==> config.mk <==
export PLATFORM = sky130hd
export DESIGN_NAME = uart_tx_arbiter
export DESIGN_NICKNAME = d
export VERILOG_FILES = /design/src/rtl/uart_tx_arbiter_pkg.sv /design/src/rtl/uart_tx_arbiter_rr_picker.sv /design/src/rtl/uart_tx_arbiter.sv
export SDC_FILE = /design/constraint.sdc
export NUM_CORES = 1
export LEC_CHECK = 0
export ABC_AREA = 1
export CAP_MARGIN = 10
export CORE_AREA = 3 3 76 92
export CTS_BUF_LIST = sky130_fd_sc_hd__clkbuf_16
export DETAILED_ROUTE_END_ITERATION = 6
export DIE_AREA = 0 0 79 95
export DONT_BUFFER_PORTS = 1
export PLACE_DENSITY_LB_ADDON = 0.3
export SYNTH_ARGS = -nofsm -noshare
export SYNTH_HDL_FRONTEND = slang
export SYNTH_SLANG_ARGS = --single-unit
export TNS_END_PERCENT = 50
==> constraint.sdc <==
create_clock -name sysclk_in -period 6.32 [get_ports sysclk_in]
set_input_delay 0.632 -clock sysclk_in [delete_from_list [all_inputs] [get_ports sysclk_in]]
set_output_delay 0.632 -clock sysclk_in [all_outputs]
set_load 0.01 [all_outputs]
==> src/rtl/uart_tx_arbiter_pkg.sv <==
// Shared definitions for the uart_tx arbiter: FSM state encodings and the
// default byte width, which has to agree with the uart_tx instance.
package uart_tx_arbiter_pkg;

   localparam int DEFAULT_DATA_BITS = 8;

   typedef enum logic [1:0] {
      ARB_IDLE_s      = 2'b00,
      ARB_LOAD_s      = 2'b01,
      ARB_WAIT_DONE_s = 2'b10
   } arb_state_t;

endpackage

==> src/rtl/uart_tx_arbiter_rr_picker.sv <==
// Combinational round-robin search: first set bit of valid, scanning upward
// with wrap-around from index start. Also meant for a later RX-side dispatcher.
module rr_picker #(
   parameter int N     = 4,
   parameter int IDX_W = $clog2(N)
) (
   input  logic [N-1:0]     valid,
   input  logic [IDX_W-1:0] start,
   output logic             any_valid,
   output logic [IDX_W-1:0] winner
);

   int idx;

   // Scan from the far end back to start so the nearest candidate is written last.
   always_comb begin
      any_valid = |valid;
      winner    = '0;
      idx       = 0;
      for (int k = N - 1; k >= 0; k--) begin
         idx = int'(start) + k;
         if (idx >= N) idx = idx - N;
         if (valid[idx]) winner = IDX_W'(idx);
      end
   end

endmodule

==> src/rtl/uart_tx_arbiter.sv <==
// Round-robin arbiter sharing one uart_tx between NUM_REQ byte producers,
// with a watchdog that drops the byte if the transmitter never reports done.
module uart_tx_arbiter
   import uart_tx_arbiter_pkg::*;
#(
   parameter int NUM_REQ        = 4,
   parameter int DATA_BITS      = DEFAULT_DATA_BITS,
   parameter int TIMEOUT_CYCLES = 65535
) (
   input  logic                         sysclk_in,
   input  logic                         nrst_in,
   input  logic [NUM_REQ-1:0]           req_valid_in,
   input  logic [NUM_REQ*DATA_BITS-1:0] req_data_in,
   output logic [NUM_REQ-1:0]           req_ready_out,
   output logic [$clog2(NUM_REQ)-1:0]   grant_id_out,
   output logic                         tx_data_rdy_out,
   output logic [DATA_BITS-1:0]         tx_data_out,
   input  logic                         tx_busy_in,
   input  logic                         tx_done_in,
   output logic                         busy_out,
   output logic                         timeout_out,
   output logic [1:0]                   arb_state_out
);

   // Handshake: a requester holds req_valid_in with a stable byte until it sees
   // its req_ready_out pulse; the byte is consumed on the edge that raises it.

   localparam int IDX_W = $clog2(NUM_REQ);
   localparam int WD_W  = $clog2(TIMEOUT_CYCLES + 1);
   localparam logic [WD_W-1:0]  WD_LAST  = WD_W'(TIMEOUT_CYCLES - 1);
   localparam logic [WD_W-1:0]  WD_MAX   = '1;
   localparam logic [IDX_W-1:0] IDX_LAST = IDX_W'(NUM_REQ - 1);

   arb_state_t           state;
   logic [WD_W-1:0]      wd_cnt;
   logic [IDX_W-1:0]     last_grant;
   logic [IDX_W-1:0]     start_idx;
   logic [IDX_W-1:0]     winner;
   logic                 any_valid;
   logic [DATA_BITS-1:0] win_data;

   assign start_idx     = (last_grant == IDX_LAST) ? '0 : last_grant + 1'b1;
   assign arb_state_out = state;

   rr_picker #(
      .N     (NUM_REQ),
      .IDX_W (IDX_W)
   ) u_picker (
      .valid     (req_valid_in),
      .start     (start_idx),
      .any_valid (any_valid),
      .winner    (winner)
   );

   always_comb begin
      win_data = '0;
      for (int i = 0; i < NUM_REQ; i++) begin
         if (winner == IDX_W'(i)) win_data = req_data_in[i*DATA_BITS +: DATA_BITS];
      end
   end

   always_ff @(posedge sysclk_in or negedge nrst_in) begin
      if (!nrst_in) begin
         state           <= ARB_IDLE_s;
         tx_data_rdy_out <= 1'b0;
         tx_data_out     <= '0;
         req_ready_out   <= '0;
         grant_id_out    <= '0;
         busy_out        <= 1'b0;
         timeout_out     <= 1'b0;
         wd_cnt          <= '0;
         last_grant      <= IDX_LAST;
      end else begin
         req_ready_out <= '0;
         timeout_out   <= 1'b0;
         if (state != ARB_IDLE_s && wd_cnt != WD_MAX) wd_cnt <= wd_cnt + 1'b1;

         case (state)
            ARB_IDLE_s: begin
               if (any_valid && !tx_busy_in) begin
                  state           <= ARB_LOAD_s;
                  tx_data_out     <= win_data;
                  grant_id_out    <= winner;
                  req_ready_out   <= NUM_REQ'(1) << winner;
                  tx_data_rdy_out <= 1'b1;
                  busy_out        <= 1'b1;
                  wd_cnt          <= '0;
               end
            end
            ARB_LOAD_s: begin
               if (wd_cnt >= WD_LAST) begin
                  state           <= ARB_IDLE_s;
                  tx_data_rdy_out <= 1'b0;
                  busy_out        <= 1'b0;
                  timeout_out     <= 1'b1;
                  last_grant      <= grant_id_out;
               end else if (tx_busy_in) begin
                  state           <= ARB_WAIT_DONE_s;
                  tx_data_rdy_out <= 1'b0;
               end
            end
            ARB_WAIT_DONE_s: begin
               // A done arriving in the expiry cycle still counts as a clean finish.
               if (tx_done_in) begin
                  state      <= ARB_IDLE_s;
                  busy_out   <= 1'b0;
                  last_grant <= grant_id_out;
               end else if (wd_cnt >= WD_LAST) begin
                  state       <= ARB_IDLE_s;
                  busy_out    <= 1'b0;
                  timeout_out <= 1'b1;
                  last_grant  <= grant_id_out;
               end
            end
            default: begin
               state           <= ARB_IDLE_s;
               tx_data_rdy_out <= 1'b0;
               busy_out        <= 1'b0;
            end
         endcase
      end
   end

endmodule
=== Word-level counts from Yosys, hierarchy flattened ===
Cells that the tools add are included.

* Bits in read-only memories: 0
* Memories: 0
* Input port bits: 40
* Output and inout port bits: 19
* Word-level logic and storage cells: 99
* Register bits: 37
* RAM bits: 0
* Latch bits: 0

* Magnitude comparators: 9
* Bitwise gates (word level): 1
* Multipliers: 0
* Add/subtract/negate cells: 9
* Div/mod/pow operators: 0
* Multiplexer cells: 49
* Reductions and logical operators: 11
* Shifts and indexed selects: 1
* Equal/unequal tests: 10

{| class="wikitable"
|+ Operators by type and width
! kind !! count
|-
| < comparator 32 x 4 -> 1 bit (second input constant) || 4
|-
| 2-to-1 mux 32 bit || 4
|-
| greater-or-equal comparator 32 x 4 -> 1 bit (second input constant) || 3
|-
| subtractor 32 x 4 -> 32 bit (second input constant) || 3
|-
| 2-to-1 mux 16 bit || 3
|-
| 2-to-1 mux 8 bit || 4
|-
| 2-to-1 mux 2 bit || 12
|-
| adder 16 x 1 -> 16 bit (second input constant) || 1
|-
| greater-or-equal comparator 16 bit (second input constant) || 1
|-
| inequality test 16 bit (second input constant) || 1
|-
| 2-to-1 mux 1 bit || 15
|-
| binary-select mux 1 bit (select 2 bit) || 4
|-
| == test 2 bit (second input constant) || 4
|-
| 2-to-1 mux 4 bit || 2
|-
| adder 2 x 2 -> 3 bit (second input constant) || 2
|-
| inequality test 3 bit (second input constant) || 2
|-
| one-hot mux 1 bit (3 select lines) || 2
|-
| one-hot mux 2 bit (3 select lines) || 1
|-
| AND reduction 3 bit || 2
|-
| == test 2 x 1 -> 1 bit (second input constant) || 2
|-
| zero test 2 bit || 2
|-
| one-hot mux 2 bit (2 select lines) || 1
|-
| nonzero test 2 bit || 2
|-
| OR reduction 4 bit || 1
|-
| other kinds (11) || 12
|}

=== Longest topological paths before layout ===
Gate-level depths: netlist (run 1).

* Depth in word-level cells: 17
* Mapped depth: 19

=== Modules after synthesis ===
From an unflattened synthesis (run 1), not the netlist that was laid out.

* Cell total of the unflattened synthesis: 336
* Area, all modules: 2377.3 um^2

{| class="wikitable"
|+ By module, submodules not included
! module !! instances !! seq. area each (um^2) !! area an instance (um^2) !! cells an instance
|-
| uart_tx_arbiter || 1 || 928.4 || 2188.3 || 290
|-
| rr_picker || 1 || 0.0 || 188.9 || 46
|}

=== Least setup slack after synthesis (run 1) ===
OpenSTA, ideal clock, no wires.

* Kind: register -> register
* From: register last_grant[0]
* To: register tx_data_out[7]
* Arrival time: 1927 ps
* Setup time: 116 ps
* Data required time: 6204 ps
* Path slack: 4277 ps
* Stages on the path, launching flop included: 18
* Cell sequence: dfstp_2 -> ha_1 -> inv_2 -> nand2_1 -> nand2_2 -> nand2_1 -> nand2_1 -> inv_1 -> nand2_1 -> nand2_1 -> nand2_1 -> nand2_1 -> nand2_2 -> buf_6 -> nand2_2 -> o21a_1 -> nand2_1 -> nand2_1

* Word-level cells in the longest chain between the ends: 17

{| class="wikitable"
|+ Ends and longest elaborated chain
! item !! RTL line !! source
|-
| start, declared || uart_tx_arbiter.sv:36 || <nowiki>logic [IDX_W-1:0] last_grant;</nowiki>
|-
| start signal, assigned || uart_tx_arbiter.sv:96 || <nowiki>last_grant <= grant_id_out;</nowiki>
|-
| start signal, assigned || uart_tx_arbiter.sv:107 || <nowiki>last_grant <= grant_id_out;</nowiki>
|-
| start signal, assigned || uart_tx_arbiter.sv:112 || <nowiki>last_grant <= grant_id_out;</nowiki>
|-
| adder 2 x 1 -> 2 bit or == test 2 bit (tied branches) || uart_tx_arbiter.sv:42 || <nowiki>assign start_idx = (last_grant == IDX_LAST) ? '0 : last_grant + 1'b1;</nowiki>
|-
| 2-to-1 mux 2 bit * || uart_tx_arbiter.sv:42 ||
|-
| adder 2 x 2 -> 3 bit || uart_tx_arbiter_rr_picker.sv:21 || <nowiki>idx = int'(start) + k;</nowiki>
|-
| subtractor 32 x 4 -> 32 bit or greater-or-equal comparator 32 x 4 -> 1 bit (tied branches) || uart_tx_arbiter_rr_picker.sv:22 || <nowiki>if (idx >= N) idx = idx - N;</nowiki>
|-
| 2-to-1 mux 32 bit || uart_tx_arbiter_rr_picker.sv:22 ||
|-
| binary-select mux 1 bit (select 2 bit) || uart_tx_arbiter_rr_picker.sv:23 || <nowiki>if (valid[idx]) winner = IDX_W'(idx);</nowiki>
|-
| 2-to-1 mux 1 bit (implied by the code) (2 in a row) || uart_tx_arbiter_rr_picker.sv:23 ||
|-
| 2-to-1 mux 2 bit (3 in a row) || uart_tx_arbiter_rr_picker.sv:23 ||
|-
| 2-to-1 mux 2 bit * || uart_tx_arbiter_rr_picker.sv:23 ||
|-
| zero test 2 bit || uart_tx_arbiter.sv:58 || <nowiki>if (winner == IDX_W'(i)) win_data = req_data_in[i*DATA_BITS +: DATA_BITS];</nowiki>
|-
| 2-to-1 mux 8 bit (3 in a row) || uart_tx_arbiter.sv:58 ||
|-
| 2-to-1 mux 8 bit * || uart_tx_arbiter.sv:58 ||
|-
| end signal, assigned || uart_tx_arbiter.sv:82 || <nowiki>tx_data_out <= win_data;</nowiki>
|-
| end, declared || uart_tx_arbiter.sv:17 || <nowiki>output logic [DATA_BITS-1:0] tx_data_out,</nowiki>
|}

Every way passes the cells marked *; elsewhere a longest branch is shown, timed or not. The select of a mux whose other input is x is not followed.
A chain may end at the register's enable or synchronous reset.

=== Worst setup path in the final report (run 1) ===
* From: register last_grant[0]
* To: register tx_data_out[0]

The elaborated chain is that of the path after synthesis.

==> summary.txt, run 1 <==
Run status
  – Status: finished, final reports clean

GRT
  – Tot GR Track Use: between 10% and 20%
  – Global route overflow: 0
  – Vias in the first global route: approximately 2100
  – First-pass GRT wire length: about 9600 um
  – Antenna violations before repair: 0
  – Pin count of the biggest net entering global routing: 38

Critical path
  – Max FO, Critical Path: 20
  – Required @ worst endpoint: roughly 6.5 ns
  – CP arrival: about 2.7 ns
  – Critical path capture point type: register
  – Cell Chain, Critical Path: ha_1 > inv_1 > nand2_4 > nand2_1 > nand3_1 > nand3_1 > nand3_1 > nand2_1 > nand2_2 > inv_2 > nor2_1 > inv_2 > nor2_2 > nand2_1 > nand3_1
  – Crit path launch type: register
  – Slowest cell on crit path: dfstp_2
  – Crit path kind: register to register
  – Crit-path most repeated cell: nand3_1
  – Max incr delay on CP: 0.60 ns

Place
  – Post-DP HPWL: between 4000 and 5000 um
  – I/O Buffers: 0
  – Gpl congestion: about 0.94
  – Placed cell area: 2504 sq um

Synthesis
  – Syn_nets: between 400 and 500
  – Yosys reg bits: 37
  – Synth Area per Inst: between 6 and 7 sq um
  – Yosys warns: 0
  – Sequential element share of the synthesized area: 37.80%
  – Cells after Synth: 355
  – Synth Cell Area: about 2500 sq um
  – Number of library cell types mapped by synthesis: 31

Cells and area
  – Antenna cell count: 0
  – Fillcell total: 666
  – Area Overhead vs Synth: 9.679%
  – Layout Nets: about 400
  – Final core occ: 43.96%
  – Register area: around 930 sq um
  – Fraction of layout instances using a drive strength above 1: approximately an eighth
  – Post-route cell area: about 2700 sq um
  – Multi-input logic area: ~1300 sq um

Detailed routing
  – WL/cell: between 10 and 15 um
  – Final wirelength: 5605 um
  – Vias per std cell: 4.975
  – Initial DRC count: between 100 and 150
  – DRC: 0
  – Routed Antenna Nets: 0
  – Vias: 2174
  – DR pass1 iterations: 4

Clock tree
  – Clock Latency Late Sink: 0.28 ns
  – CTS Sinks: 37
  – CTS resizes: 0
  – Post-CTS Setup Inserts: 0
  – CTS tree: done
  – CTS HTree Levels: 2
  – CTS hold repair buffers: 0
  – Clk root buf: clkbuf_16
  – Clk buf depth: 2
  – Clock transition at the registers of the reported paths: 0.06 ns
  – CTS Buf Count: 5

STA
  – RSZ-0062 raised after global routing: false
  – Clock skew: roughly 0.0045 ns
  – # setup viols final: 0
  – Setup TNS: 0 ns
  – Tightest Pin Transition: a little under 0.5 ns
  – Minimum hold slack: between 0.04 and 0.05 ns
  – Period utilization: between 30% and 40%
  – Slew headroom: between 60% and 70%
  – Final hold vios: 0
  – Pins Over Slew Limit: 0
  – Fmax: between 300 and 400 MHz
  – Min Tclk post-route: approximately 2.5 ns

Floorplanning
  – Row Count: 31
  – Initial Util: approximately two fifths
  – Die area: ~7500 sq um
  – Horiz. Die Dim: a little under 80 um
  – Core ar.: between 6000 and 7000 sq um
  – I/O pin count: 59
  – Die height: 95 um

Run
  – Max-cap violation count: 0

Worst hold path
  – HP Class: primary input to asynchronous set/reset pin

Power and ir drop
  – PwrDens: 644.1 nW/um^2
  – P_leak: about 1.4 nW
  – Max IR drop VDD: around 0.4 mV
==> layer usage <==
layer  routed length (um)  GRT usage [%]  up-vias
met1                 2398          18.85     1007
met4                   73          5.731        0
li1                     -              -     1115
met3                  222          3.053        6
met2                 2911          28.86       46
met5                    0              0        -
==> cell type report <==
class	instances	share of cell area, %
multi-input cells	254	46.73
clock inverters	3	2.415
clock buffers	5	4.645
flip-flops and latches	37	34.46
well taps	82	3.809
inverters	55	7.664
repair buffers	1	0.2787
==> through the flow <==
| step | power [mW] | instances | setup slack [ns] |
|---|---|---|---|
| 3_3_place_gp | 1.404 | 429 | 3.960 |
| 3_5_place_dp | 1.424 | 429 | 3.848 |
| 2_1_floorplan | 1.327 | 355 | 4.277 |
| 4_1_cts | 1.756 | 437 | 3.831 |
| 6_report | 1.735 | 437 | 3.805 |
| 5_1_grt | 1.950 | 437 | 3.538 |
==> critical path: cells and delay by family (launching register included) <==
kind,cells,cell delay [ns]
AND/OR/NAND/NOR,11,1.24
flip-flops,1,0.60
buffers and inverters,3,0.35
adder cells (fa/ha/maj),1,0.26
==> registers in the layout (all words and copies together) (netlist names) <==
signal,flops
arb_state_out,2
busy_out,1
grant_id_out,2
last_grant,2
req_ready_out,4
timeout_out,1
tx_data_out,8
tx_data_rdy_out,1
wd_cnt,16
==> cell usage after synthesis <==
master / instances / share of area [%]
inv_1: 45 / 6.9
a31oi_1: 2 / 0.51
dfrtp_1: 35 / 36
ha_1: 7 / 3.6
nand4_1: 2 / 0.51
a21oi_2: 5 / 1.8
buf_4: 1 / 0.31
nand3_2: 1 / 0.41
nor2_4: 1 / 0.46
inv_2: 10 / 1.5
o21ai_0: 22 / 4.5
buf_6: 3 / 1.4
o21a_1: 2 / 0.61
nor2_2: 1 / 0.25
xor2_1: 4 / 1.4
o211a_1: 1 / 0.41
nand3_1: 28 / 5.7
clkbuf_1: 3 / 0.46
a221oi_1: 2 / 0.71
a21oi_1: 10 / 2.0
nor3_1: 7 / 1.4
xnor2_1: 2 / 0.71
o21ai_1: 9 / 1.8
or2_2: 5 / 1.3
nand2_1: 93 / 14
dfstp_2: 2 / 2.1
nor2_1: 40 / 6.1
nand2_4: 1 / 0.46
a211oi_1: 1 / 0.31
nand2_2: 8 / 2.0
buf_2: 2 / 0.41
==> cell usage in the layout (no fill, tap or decap), drive strengths merged <==
| cell type | instances |
|---|---|
| a211oi | 1 |
| a21oi | 15 |
| a221oi | 2 |
| a31oi | 2 |
| buf | 1 |
| bufinv | 2 |
| clkbuf | 5 |
| clkinv | 1 |
| dfrtp | 35 |
| dfstp | 2 |
| ha | 7 |
| inv | 55 |
| nand2 | 102 |
| nand3 | 29 |
| nand4 | 2 |
| nor2 | 42 |
| nor3 | 7 |
| o211a | 1 |
| o21a | 2 |
| o21ai | 31 |
| or2 | 5 |
| xnor2 | 2 |
| xor2 | 4 |
==> cell families (layout without fill, tap and decap cells) <==
group / Yosys count / in the layout / synth area share, %
flops: 37 / 37 / 37.80
compound gates: 54 / 54 / 12.68
simple gates: 187 / 187 / 32.86
xor+xnor: 6 / 6 / 2.140
buf+inv: 64 / 64 / 10.95
fa+ha+maj: 7 / 7 / 3.566
==> report_power, final <==
group / total [mW] / internal (mW) / switching (mW)
Clock: 0.320 / 0.225 / 0.0948
Combinational: 0.986 / 0.323 / 0.663
Sequential: 0.430 / 0.328 / 0.102
==> final timing paths <==
| check | endpoint | depth (start not counted) | start | slack, ns |
|---|---|---|---|---|
| max in group asynchronous | last_grant[1] | 0 | nrst_in | 6.10 |
| worst min register to register | last_grant[1] | 2 | last_grant[1] | 0.51 |
| min in group sysclk_in | tx_data_out[0] | 2 | req_data_in[24] | 0.49 |
| worst max-delay path | tx_data_out[0] | 15 | last_grant[0] | 3.81 |
| worst max register to register | tx_data_out[0] | 15 | last_grant[0] | 3.81 |
| worst min-delay path | req_ready_out[0] | 0 | nrst_in | 0.05 |
Power figures use the tool's default switching activity.
==> inputs of run 2 (changes only) <==
==> constraint.sdc (replaced) <==
create_clock -name sysclk_in -period 2.2 [get_ports sysclk_in]
set_input_delay 0.22 -clock sysclk_in [delete_from_list [all_inputs] [get_ports sysclk_in]]
set_output_delay 0.22 -clock sysclk_in [all_outputs]
set_load 0.01 [all_outputs]
==> run 2 against run 1 <==
Routed wire length rose by 1.2%. Sequential power rose to 2.8 times the previous value. Hold slack better by 0.036 ns. Non-clock buffer count grew 10. Worst setup slack worse by 3.7 ns. Global-route usage decreased by 0.51 points. First-iteration DRC count shrank 21%. Critical path type unchanged. Critical endpoint unchanged. Largest cell class unchanged. Highest routed layer unchanged.
==> summary.txt, run 2 (synthesis gave the netlist of run 1 again) <==
Run status
  – Status: finished, final reports clean

Critical path
  – Max FO, Critical Path: 6 (-70%)
  – Required @ worst endpoint: 2.42 ns (-4.11 ns)
  – Cell Chain, Critical Path: ha_4 > inv_1 > nand2_4 > nand2_1 > nand3_1 > nand2_1 > inv_1 > nand2_1 > nand2_1 > nand2_1 > nand2_2 > nand2_4 > buf_4 > nor2_2 > nand2_1 > nand3_1
  – Max incr delay on CP: 0.55 ns (-0.05 ns)
  – Crit path kind: register to register
  – CP arrival: 2.28 ns (-0.45 ns)
  – Crit path launch type: register
  – Crit-path most repeated cell: nand2_1
  – Slowest cell on crit path: dfstp_2
  – Critical path capture point type: register

Clock tree
  – Clk root buf: clkbuf_16
  – Clk buf depth: 2 (unchanged)
  – CTS Buf Count: 5 (unchanged)
  – CTS Sinks: 37 (unchanged)
  – CTS HTree Levels: 2 (unchanged)
  – Clock Latency Late Sink: 0.28 ns (about the same)
  – CTS tree: done
  – Clock transition at the registers of the reported paths: 0.06 ns (about the same)

STA
  – Clock skew: 0.005820 ns (+0.001329 ns)
  – Minimum hold slack: 0.08266 ns (+0.03585 ns)
  – # setup viols final: 0 (unchanged)
  – Period utilization: 93.83% (+54 points)
  – Tightest Pin Transition: 0.4155 ns (-0.07686 ns)
  – Fmax: 484.4 MHz (+22%)
  – Pins Over Slew Limit: 0 (unchanged)
  – Min Tclk post-route: 2.064 ns (-0.4502 ns)
  – Setup WS post-layout: 0.1357 ns (-3.670 ns)
  – Slew headroom: 72.09% (+5.2 points)
  – Setup TNS: 0 ns (unchanged)
  – Final hold vios: 0 (unchanged)

Power and ir drop
  – PwrDens: 1895 nW/um^2 (+190%)
  – P_leak: 1.412 nW (+3.8%)
  – Post-layout power: 5.336 mW (+210%)
  – Max IR drop VDD: 1.955 mV (+400%)

Cells and area
  – Fraction of layout instances using a drive strength above 1: 15.85% (+3.7 points)
  – Largest register FFs: 16 (unchanged)
  – Area Overhead vs Synth: 14.62%
  – Commonest cells after routing, fill and taps aside: nand2_1, inv_1, nor2_1, dfrtp_1, nand3_1
  – Largest Register: wd_cnt
  – Commonest non-fill, non-tap cell in the layout: nand2_1
  – Post-route cell area: 2815 sq um (+4.5%)
  – Antenna cell count: 0 (unchanged)
  – Biggest regs: wd_cnt (16), tx_data_out (8), req_ready_out (4)
  – Layout Nets: 412 (+2.7%)

Place
  – Post-DP HPWL: 4132 um (+0.89%)
  – Gpl congestion: 0.8963 (-4.9%)
  – I/O Buffers: 0 (unchanged)
  – Worst slack, placed: 0.00007772 ns (-3.848 ns)
  – Placed cell area: 2556 sq um (+2.1%)

Floorplanning
  – Horiz. Die Dim: 79 um (unchanged)
  – I/O pin count: 59 (unchanged)
  – Die area: 7505 sq um (unchanged)
  – Core ar.: 6128 sq um (unchanged)
  – Row Count: 31 (unchanged)
  – Initial Util: 40.08% (unchanged)
  – Die height: 95 um (unchanged)

Run
  – Max-cap violation count: 0 (unchanged)

Detailed routing
  – Final wirelength: 5673 um (+1.2%)
  – Initial DRC count: 83 (-21%)
  – DRC: 0 (unchanged)
  – WL/cell: 12.66 um (-1.3%)
  – Routed Antenna Nets: 0 (unchanged)
  – Vias per std cell: 4.848 (-2.5%)
  – DR pass1 iterations: 4 (unchanged)
  – Vias: 2172 (-0.092%)

GRT
  – Antenna violations before repair: 0 (unchanged)
  – Tot GR Track Use: 15.52% (-0.51 points)
  – Pin count of the biggest net entering global routing: 38 (unchanged)
  – Vias in the first global route: 2044 (-4.5%)
  – First-pass GRT wire length: 9177 um (-4.2%)
  – Global route overflow: 0 (unchanged)

Worst hold path
  – HP Class: primary input to register
[run 2: worst paths after layout]
check                                start             end  slack, ns  depth (start not counted)
max in group asynchronous          nrst_in   last_grant[1]       1.51                          2
max reg2reg                  last_grant[0]  tx_data_out[0]       0.14                         16
min                        req_data_in[24]  tx_data_out[0]       0.08                          2
max                          last_grant[0]  tx_data_out[0]       0.14                         16
min in group asynchronous          nrst_in       wd_cnt[1]       0.43                          2
min reg2reg                  last_grant[1]   last_grant[1]       0.54                          2
[run 2: stage by stage]
step                      cells  utilization, %
after floorplan             355               -
after global placement      436           41.71
after detailed placement    436           41.71
after CTS                   446           45.00
after global routing        448           45.94
final                       448           45.94
[run 2: worst max-delay path: cells and delay by family, from the launching register on]
family	cells	cell delay, ns
fa+ha+maj	1	0.15
flops	1	0.55
buf+inv	3	0.29
simple gates	12	1.03
[run 2: what timing repair did]
item                                    in CTS  in global routing
hold buffers                                 2                  0
endpoints found under the hold margin       37                  0
cloned                                       0                  1
endpoints found under the setup margin       1                 12
resized for setup                            1                 10
pin swaps                                    0                  4
buffers inserted                             0                  1
[run 2: where the power goes]
part           switching, mW  total, mW  internal [mW]
Sequential             0.278       1.22          0.943
Combinational           2.13       3.30           1.17
Clock                  0.284      0.815          0.530
[run 2: final cells by class]
class	count	area (sq um)
Inverter	55	206.4
Clock buffer	5	125.1
Sequential cell	37	929.6
Clock inverter	3	41.29
Multi-Input combinational cell	255	1313
Timing Repair Buffer	11	97.59
Fill cell	645	3313
Tap cell	82	102.6
[run 2: routing by layer]
layer / vias to the layer above / wire (um) / track usage, %
li1: 1140 / - / -
met1: 961 / 2490 / 18.53
met2: 60 / 2843 / 27.04
met3: 11 / 255 / 3.912
met4: 0 / 82 / 5.301
met5: - / 0 / 0
